==> src/rtl/rx_cmd_ctrl.sv <==
// Command controller between a UART receiver, a register file, an ALU and a TX FIFO.
// Decodes byte-oriented commands, sequences RF/ALU accesses and returns results as TX bytes.
module rx_cmd_ctrl #(
  parameter int ADDR_W = 4,
  parameter int TO_CYC = 4096
) (
  input  logic              CLK,
  input  logic              RST,
  input  logic [7:0]        RX_P_DATA,
  input  logic              RX_D_VLD,
  input  logic              RX_ERR,
  output logic              RF_WrEn,
  output logic              RF_RdEn,
  output logic [ADDR_W-1:0] RF_Address,
  output logic [7:0]        RF_WrData,
  input  logic [7:0]        RF_RdData,
  input  logic              RF_RdData_VLD,
  output logic              ALU_EN,
  output logic [3:0]        ALU_FUN,
  input  logic [15:0]       ALU_OUT,
  input  logic              ALU_OUT_VLD,
  output logic              CLK_GATE_EN,
  output logic [7:0]        TX_P_DATA,
  output logic              TX_D_VLD,
  input  logic              TX_FULL,
  output logic              CMD_ERR
);
  localparam int               CNT_W   = $clog2(TO_CYC + 1);
  localparam logic [CNT_W-1:0] TO_LAST = CNT_W'(TO_CYC - 1);

  typedef enum logic [3:0] {
    IDLE, WR_ADDR, WR_DATA, RD_ADDR, RD_WAIT, OP_A, OP_B,
    ALU_FN, ALU_WAIT, SEND_RD, SEND_LO, SEND_HI
  } state_t;

  state_t            state_q, state_d;
  logic [CNT_W-1:0]  to_cnt_q, to_cnt_d;
  logic [ADDR_W-1:0] wr_addr_q, wr_addr_d;
  logic [7:0]        rd_buf_q, rd_buf_d;
  logic [15:0]       alu_res_q, alu_res_d;
  logic [ADDR_W-1:0] rf_addr_q, rf_addr_d;
  logic [7:0]        wr_data_q, wr_data_d;
  logic [3:0]        alu_fun_q, alu_fun_d;
  logic [7:0]        tx_data_q, tx_data_d;
  logic              wr_en_q, wr_en_d, rd_en_q, rd_en_d, alu_en_q, alu_en_d;
  logic              gate_q, gate_d, tx_vld_q, tx_vld_d, cmd_err_q, cmd_err_d;
  logic              acc, timed, busy, to_hit;

  always_comb begin
    acc    = RX_D_VLD && !RX_ERR;
    timed  = state_q inside {WR_ADDR, WR_DATA, RD_ADDR, OP_A, OP_B, ALU_FN};
    busy   = state_q inside {RD_WAIT, ALU_WAIT, SEND_RD, SEND_LO, SEND_HI};
    // an accepted byte in the expiry cycle wins over the timeout
    to_hit = timed && !acc && (to_cnt_q == TO_LAST);

    state_d   = state_q;
    wr_addr_d = wr_addr_q;
    rd_buf_d  = rd_buf_q;
    alu_res_d = alu_res_q;
    rf_addr_d = rf_addr_q;
    wr_data_d = wr_data_q;
    alu_fun_d = alu_fun_q;
    tx_data_d = tx_data_q;
    wr_en_d   = 1'b0;
    rd_en_d   = 1'b0;
    alu_en_d  = 1'b0;
    tx_vld_d  = 1'b0;
    cmd_err_d = busy && acc;
    to_cnt_d  = (timed && !acc) ? to_cnt_q + CNT_W'(1) : '0;

    case (state_q)
      IDLE: if (acc) begin
        case (RX_P_DATA)
          8'hAA:   state_d = WR_ADDR;
          8'hBB:   state_d = RD_ADDR;
          8'hCC:   state_d = OP_A;
          8'hDD:   state_d = ALU_FN;
          default: cmd_err_d = 1'b1;
        endcase
      end
      WR_ADDR: if (acc) begin
        wr_addr_d = ADDR_W'(RX_P_DATA);
        state_d   = WR_DATA;
      end
      WR_DATA: if (acc) begin
        wr_en_d   = 1'b1;
        rf_addr_d = wr_addr_q;
        wr_data_d = RX_P_DATA;
        state_d   = IDLE;
      end
      RD_ADDR: if (acc) begin
        rd_en_d   = 1'b1;
        rf_addr_d = ADDR_W'(RX_P_DATA);
        state_d   = RD_WAIT;
      end
      RD_WAIT: if (RF_RdData_VLD) begin
        rd_buf_d = RF_RdData;
        state_d  = SEND_RD;
      end
      OP_A: if (acc) begin
        wr_en_d   = 1'b1;
        rf_addr_d = ADDR_W'(0);
        wr_data_d = RX_P_DATA;
        state_d   = OP_B;
      end
      OP_B: if (acc) begin
        wr_en_d   = 1'b1;
        rf_addr_d = ADDR_W'(1);
        wr_data_d = RX_P_DATA;
        state_d   = ALU_FN;
      end
      ALU_FN: if (acc) begin
        alu_fun_d = RX_P_DATA[3:0];
        alu_en_d  = 1'b1;
        state_d   = ALU_WAIT;
      end
      ALU_WAIT: if (ALU_OUT_VLD) begin
        alu_res_d = ALU_OUT;
        state_d   = SEND_LO;
      end
      SEND_RD: if (!TX_FULL) begin
        tx_vld_d  = 1'b1;
        tx_data_d = rd_buf_q;
        state_d   = IDLE;
      end
      SEND_LO: if (!TX_FULL) begin
        tx_vld_d  = 1'b1;
        tx_data_d = alu_res_q[7:0];
        state_d   = SEND_HI;
      end
      SEND_HI: if (!TX_FULL) begin
        tx_vld_d  = 1'b1;
        tx_data_d = alu_res_q[15:8];
        state_d   = IDLE;
      end
      default: state_d = IDLE;
    endcase

    if (to_hit) begin
      state_d   = IDLE;
      cmd_err_d = 1'b1;
      to_cnt_d  = '0;
    end
    // gate stays open from the ALU_EN cycle through the result capture cycle
    gate_d = (state_d == ALU_WAIT);
  end

  always_ff @(posedge CLK) begin
    if (!RST) begin
      state_q   <= IDLE;
      to_cnt_q  <= '0;
      wr_addr_q <= '0;
      rd_buf_q  <= '0;
      alu_res_q <= '0;
      rf_addr_q <= '0;
      wr_data_q <= '0;
      alu_fun_q <= '0;
      tx_data_q <= '0;
      wr_en_q   <= 1'b0;
      rd_en_q   <= 1'b0;
      alu_en_q  <= 1'b0;
      gate_q    <= 1'b0;
      tx_vld_q  <= 1'b0;
      cmd_err_q <= 1'b0;
    end else begin
      state_q   <= state_d;
      to_cnt_q  <= to_cnt_d;
      wr_addr_q <= wr_addr_d;
      rd_buf_q  <= rd_buf_d;
      alu_res_q <= alu_res_d;
      rf_addr_q <= rf_addr_d;
      wr_data_q <= wr_data_d;
      alu_fun_q <= alu_fun_d;
      tx_data_q <= tx_data_d;
      wr_en_q   <= wr_en_d;
      rd_en_q   <= rd_en_d;
      alu_en_q  <= alu_en_d;
      gate_q    <= gate_d;
      tx_vld_q  <= tx_vld_d;
      cmd_err_q <= cmd_err_d;
    end
  end

  assign RF_WrEn     = wr_en_q;
  assign RF_RdEn     = rd_en_q;
  assign RF_Address  = rf_addr_q;
  assign RF_WrData   = wr_data_q;
  assign ALU_EN      = alu_en_q;
  assign ALU_FUN     = alu_fun_q;
  assign CLK_GATE_EN = gate_q;
  assign TX_P_DATA   = tx_data_q;
  assign TX_D_VLD    = tx_vld_q;
  assign CMD_ERR     = cmd_err_q;

endmodule

==> config.mk <==
export PLATFORM = sky130hd
export DESIGN_NAME = rx_cmd_ctrl
export DESIGN_NICKNAME = d
export VERILOG_FILES = /design/src/rtl/rx_cmd_ctrl.sv
export SDC_FILE = /design/constraint.sdc
export NUM_CORES = 1
export LEC_CHECK = 0
export ABC_AREA = 1
export BUFFER_PORTS_ARGS = -buffer_cell sky130_fd_sc_hd__buf_2
export CORE_ASPECT_RATIO = 1.2
export CORE_MARGIN = 3
export CORE_UTILIZATION = 58
export CTS_BUF_LIST = sky130_fd_sc_hd__clkbuf_16
export DETAILED_ROUTE_END_ITERATION = 10
export PLACE_DENSITY = 0.84
export REMOVE_ABC_BUFFERS = 1
export SKIP_LAST_GASP = 1
export SLEW_MARGIN = 40
export SYNTH_ARGS = -nofsm -noshare
export SYNTH_HDL_FRONTEND = slang
export SYNTH_SLANG_ARGS = --single-unit
==> constraint.sdc <==
create_clock -name CLK -period 3.5 [get_ports CLK]
set_clock_uncertainty 0.05 [all_clocks]
set_input_delay 0.7 -clock CLK [delete_from_list [all_inputs] [get_ports CLK]]
set_output_delay 0.7 -clock CLK [all_outputs]
set_load 0.01 [all_outputs]
==> impl_metrics.prom <==
# TYPE chip_impl_metric gauge
chip_impl_metric{name="routed_wl",unit="µm"} 7650
chip_impl_metric{name="post_route_cells_drive_above_1_share",unit="%"} 24.3
chip_impl_metric{name="antenna_found_initial",unit=""} 0
chip_impl_metric{name="timing.max_slew.rel_slack",unit="%"} 62.7
chip_impl_metric{name="p_leak",unit="nW"} 1.71
chip_impl_metric{name="clock_insertion_delay_worst_skew",unit="ps"} 330
chip_impl_info{name="rr_endpoint",value="to_cnt_q[2]"} 1
chip_impl_metric{name="post-layout-total-power",unit="mW"} 1.96
chip_impl_info{name="whs_endpoint",value="wr_addr_q[3]"} 1
chip_impl_metric{name="muxShareOfSynthArea",unit="%"} 0
chip_impl_info{name="synth_area_leaders",value="sky130_fd_sc_hd__dfxtp_1 (45%), sky130_fd_sc_hd__nor2_1 (8.6%), sky130_fd_sc_hd__o21ai_0 (6.8%)"} 1
chip_impl_metric{name="postRouteAntennaNets",unit=""} 0
chip_impl_info{name="category_of_the_worst_setup_path_capture_point",value="flip-flop"} 1
chip_impl_metric{name="vias_in_the_first_global_route",unit=""} 2934
chip_impl_info{name="hold_path.class",value="reg -> reg"} 1
chip_impl_metric{name="worst_hold_path.num_cells",unit=""} 2
chip_impl_info{name="tritoncts",value="done"} 1
chip_impl_metric{name="simple_gate_share_of_the_synthesized_area",unit="%"} 26.2
chip_impl_metric{name="hold_viol_final",unit=""} 0
chip_impl_metric{name="cts-buffers-inserted",unit=""} 9
chip_impl_metric{name="row_count",unit=""} 29
chip_impl_metric{name="place.gp.congestion",unit=""} 0.877
chip_impl_metric{name="timing_max_transition_violations_final",unit=""} 0
chip_impl_metric{name="placed_cells",unit=""} 556
chip_impl_metric{name="synthDominantCellAreaShare",unit="%"} 45.4
chip_impl_metric{name="routedWlPerCell",unit="µm"} 13.4
chip_impl_metric{name="drt_iter0_markers",unit=""} 197
chip_impl_metric{name="io_buffer_count",unit=""} 68
chip_impl_metric{name="tmin_final",unit="ps"} 1870
chip_impl_metric{name="full_die_area",unit="mm²"} 0.00665
chip_impl_metric{name="synth_xor_xnor_area_share",unit="%"} 1.85
chip_impl_metric{name="die_h",unit="µm"} 88.7
chip_impl_metric{name="synthesis.instances",unit=""} 438
chip_impl_metric{name="grt_pass1_wl",unit="µm"} 12700
chip_impl_metric{name="start_util",unit="%"} 61.2
chip_impl_metric{name="tritoncts_num_sinks",unit=""} 75
chip_impl_metric{name="placed_area",unit="mm²"} 0.00367
chip_impl_metric{name="cts_buffer_depth",unit=""} 2
chip_impl_info{name="result_of_the_run",value="finished clean"} 1
chip_impl_metric{name="chipWidth",unit="µm"} 75.0
chip_impl_metric{name="final_nets",unit=""} 545
chip_impl_metric{name="gr-total-overflow",unit=""} 0
chip_impl_metric{name="final_setup_violating_endpoints",unit=""} 0
chip_impl_metric{name="worst-endpoint-required",unit="ps"} 3650
chip_impl_info{name="setup.worst_path.class",value="reg -> reg"} 1
chip_impl_metric{name="final_area",unit="mm²"} 0.00401
chip_impl_metric{name="cts_htree_levels",unit=""} 3
chip_impl_metric{name="seq_area_frac_synth",unit="%"} 45.4
chip_impl_metric{name="post_cts_resized",unit=""} 0
chip_impl_metric{name="complex_gate_fraction_of_the_synthesized_area",unit="%"} 17.8
chip_impl_metric{name="globalRouteTotalUtil",unit="%"} 24.6
chip_impl_metric{name="diodes",unit=""} 0
chip_impl_metric{name="synth.cell_area",unit="mm²"} 0.00331
chip_impl_info{name="master_of_the_slowest_instance_on_the_critical_path",value="sky130_fd_sc_hd__dfxtp_1"} 1
chip_impl_info{name="clock_tree.root_cell",value="sky130_fd_sc_hd__clkbuf_16"} 1
chip_impl_metric{name="cp_max_fo",unit=""} 11
chip_impl_metric{name="totalNegativeSetupSlack",unit="ps"} 0
chip_impl_metric{name="hold_buffers",unit=""} 0
chip_impl_metric{name="grt_max_degree",unit=""} 31
chip_impl_metric{name="maxCapViolCount",unit=""} 0
chip_impl_metric{name="path_clk_slew",unit="ps"} 60
chip_impl_metric{name="transition_time_of_the_tightest_slew_check_pin",unit="ps"} 557
chip_impl_info{name="grt_setup_unrepaired",value="no"} 1
chip_impl_info{name="combinational_family_with_the_most_area_after_synthesis",value="simple AND/OR/NAND/NOR gates"} 1
chip_impl_info{name="min_from",value="wr_addr_q[3]"} 1
chip_impl_info{name="cp-start-kind",value="flip-flop"} 1
chip_impl_info{name="reg2reg_from",value="to_cnt_q[0]"} 1
chip_impl_metric{name="core_footprint",unit="mm²"} 0.00541
chip_impl_metric{name="max_stage_delay",unit="ps"} 350
chip_impl_metric{name="postLayoutCoreUtil",unit="%"} 74.1
chip_impl_metric{name="num_vias",unit=""} 3088
chip_impl_metric{name="peakVddDrop",unit="V"} 0.000361
chip_impl_metric{name="critPathArrivalTime",unit="ps"} 2020
chip_impl_info{name="path_cells",value="ha_1 > nand2_1 > nor2_1 > nand2_1 > nor2_1 > nand2_1 > nand3_1 > nor3b_1"} 1
chip_impl_metric{name="ys.warnings.count",unit=""} 0
chip_impl_metric{name="synth.ff_latch_count",unit=""} 75
chip_impl_metric{name="power.density",unit="mW/mm²"} 490
chip_impl_info{name="critical-path-top-cell-by-count",value="sky130_fd_sc_hd__nand2_1"} 1
chip_impl_metric{name="synth.distinct_cells",unit=""} 39
chip_impl_metric{name="timing.fmax",unit="MHz"} 536
chip_impl_metric{name="i_o_pins",unit=""} 69
chip_impl_metric{name="dr.pass1.iters",unit=""} 5
chip_impl_metric{name="final.period_utilization",unit="%"} 53.3
chip_impl_metric{name="vias_per_cell",unit=""} 5.40
chip_impl_metric{name="synth_fa_ha_area_share",unit="%"} 0.378
chip_impl_metric{name="nFillCells",unit=""} 408
chip_impl_metric{name="post-route-drc-count",unit=""} 0
chip_impl_metric{name="area_growth_syn_to_layout",unit="%"} 21.1
chip_impl_metric{name="cts_setup_buffers",unit=""} 0
chip_impl_metric{name="fin_cells",unit=""} 572
chip_impl_metric{name="worst-r2r-cell-count",unit=""} 8
chip_impl_metric{name="timing.reg2reg.setup_slack",unit="ps"} 1630
chip_impl_metric{name="mean_instance_size_in_the_synthesized_netlist",unit="µm²"} 7.56
chip_impl_info{name="synthDominantAreaCellType",value="sky130_fd_sc_hd__dfxtp_1"} 1
chip_impl_metric{name="place.detailed.hpwl",unit="µm"} 5510
## cell families after synthesis
family / Yosys count
AO/OA/AOI/OAI: 105
XOR/XNOR: 7
adder cells (fa/ha/maj): 1
buffers and inverters: 67
flip-flops: 75
AND/OR/NAND/NOR: 183
## synth_stat cells, drive strengths merged
cell type  number
a21oi          33
nor3b           1
o21ai          55
o211ai          1
ha              1
nand4           5
nand2          63
buf            10
nand3b          1
nand3          15
and3            1
o22ai           7
nor4            1
a41oi           4
clkbuf          4
dfxtp          75
nor3            8
or2             2
a31oi           4
inv            53
xor2            4
xnor2           3
nor2           86
o31ai           1
## flip-flops by register name (all words and copies together) (netlist names)
register,cells
TX_D_VLD,1
RF_WrEn,1
to_cnt_q,13
TX_P_DATA,8
ALU_FUN,4
wr_addr_q,4
RF_Address,4
RF_RdEn,1
rd_buf_q,8
CMD_ERR,1
CLK_GATE_EN,1
RF_WrData,8
state_q,4
alu_res_q,16
ALU_EN,1
## worst max path at each step
stage | startpoint | to | depth (start not counted) | slack (ps)
2_1_floorplan | RX_D_VLD | RF_WrData[0] | 7 | 1200
4_1_cts | to_cnt_q[0] | to_cnt_q[5] | 8 | 1610
5_1_grt | to_cnt_q[0] | to_cnt_q[10] | 8 | 1370
3_3_place_gp | RX_ERR | RF_WrData[0] | 8 | 1460
3_5_place_dp | RX_ERR | RF_WrData[7] | 8 | 1400
6_report | to_cnt_q[0] | to_cnt_q[2] | 8 | 1630
## stage by stage
stage / hold slack (ps) / setup WS (ps)
2_1_floorplan: 363 / 1200
3_3_place_gp: 374 / 1460
3_5_place_dp: 390 / 1400
4_1_cts: 404 / 1610
5_1_grt: 422 / 1370
6_report: 402 / 1630
## placed cells by master (no fill, tap or decap), types with 2 or more instances in the layout
master	n
sky130_fd_sc_hd__clkbuf_16	9
sky130_fd_sc_hd__inv_4	2
sky130_fd_sc_hd__o21ai_0	45
sky130_fd_sc_hd__inv_2	5
sky130_fd_sc_hd__nor3_4	2
sky130_fd_sc_hd__buf_4	2
sky130_fd_sc_hd__nor2_1	76
sky130_fd_sc_hd__o22ai_1	7
sky130_fd_sc_hd__xor2_1	4
sky130_fd_sc_hd__buf_2	68
sky130_fd_sc_hd__nor2_2	3
sky130_fd_sc_hd__a31oi_1	4
sky130_fd_sc_hd__o21ai_1	7
sky130_fd_sc_hd__a21oi_2	2
sky130_fd_sc_hd__xnor2_1	3
sky130_fd_sc_hd__inv_1	46
sky130_fd_sc_hd__nor2_4	7
sky130_fd_sc_hd__dfxtp_1	75
sky130_fd_sc_hd__nand2_1	52
sky130_fd_sc_hd__a41oi_1	4
sky130_fd_sc_hd__nand3_1	14
sky130_fd_sc_hd__clkinv_2	2
sky130_fd_sc_hd__nand2_2	10
sky130_fd_sc_hd__bufinv_16	3
sky130_fd_sc_hd__nor3_1	6
sky130_fd_sc_hd__nand4_1	5
sky130_fd_sc_hd__o21ai_2	3
sky130_fd_sc_hd__a21oi_1	30
## routing by layer
layer,track usage [%],routed length [µm],vias up
met4,10.8,162,0
met2,41.4,3910,100
li1,-,-,1567
met5,0,0,-
met3,4.43,333,17
met1,30.3,3240,1404
## critical path, delay by kind of cell, from the launching register on
family        cells  cell delay, ps
flops             1             350
fa+ha+maj         1             190
simple gates      7            1160
## power by group
part	switching, mW	internal [mW]
Combinational	0.0409	0.0259
Sequential	0.00114	0.856
Clock	0.347	0.694
## cell type report
| type | count | area (µm²) | area share, % |
|---|---|---|---|
| timing repair buffer | 70 | 355 | 8.86 |
| sequential | 75 | 1500 | 37.5 |
| clock inverter | 7 | 116 | 2.90 |
| tap | 62 | 77.6 | 1.94 |
| multi-input combinational | 296 | 1530 | 38.1 |
| clock buffer | 9 | 225 | 5.62 |
| inverter | 53 | 204 | 5.09 |
Power figures use the tool's default switching activity.
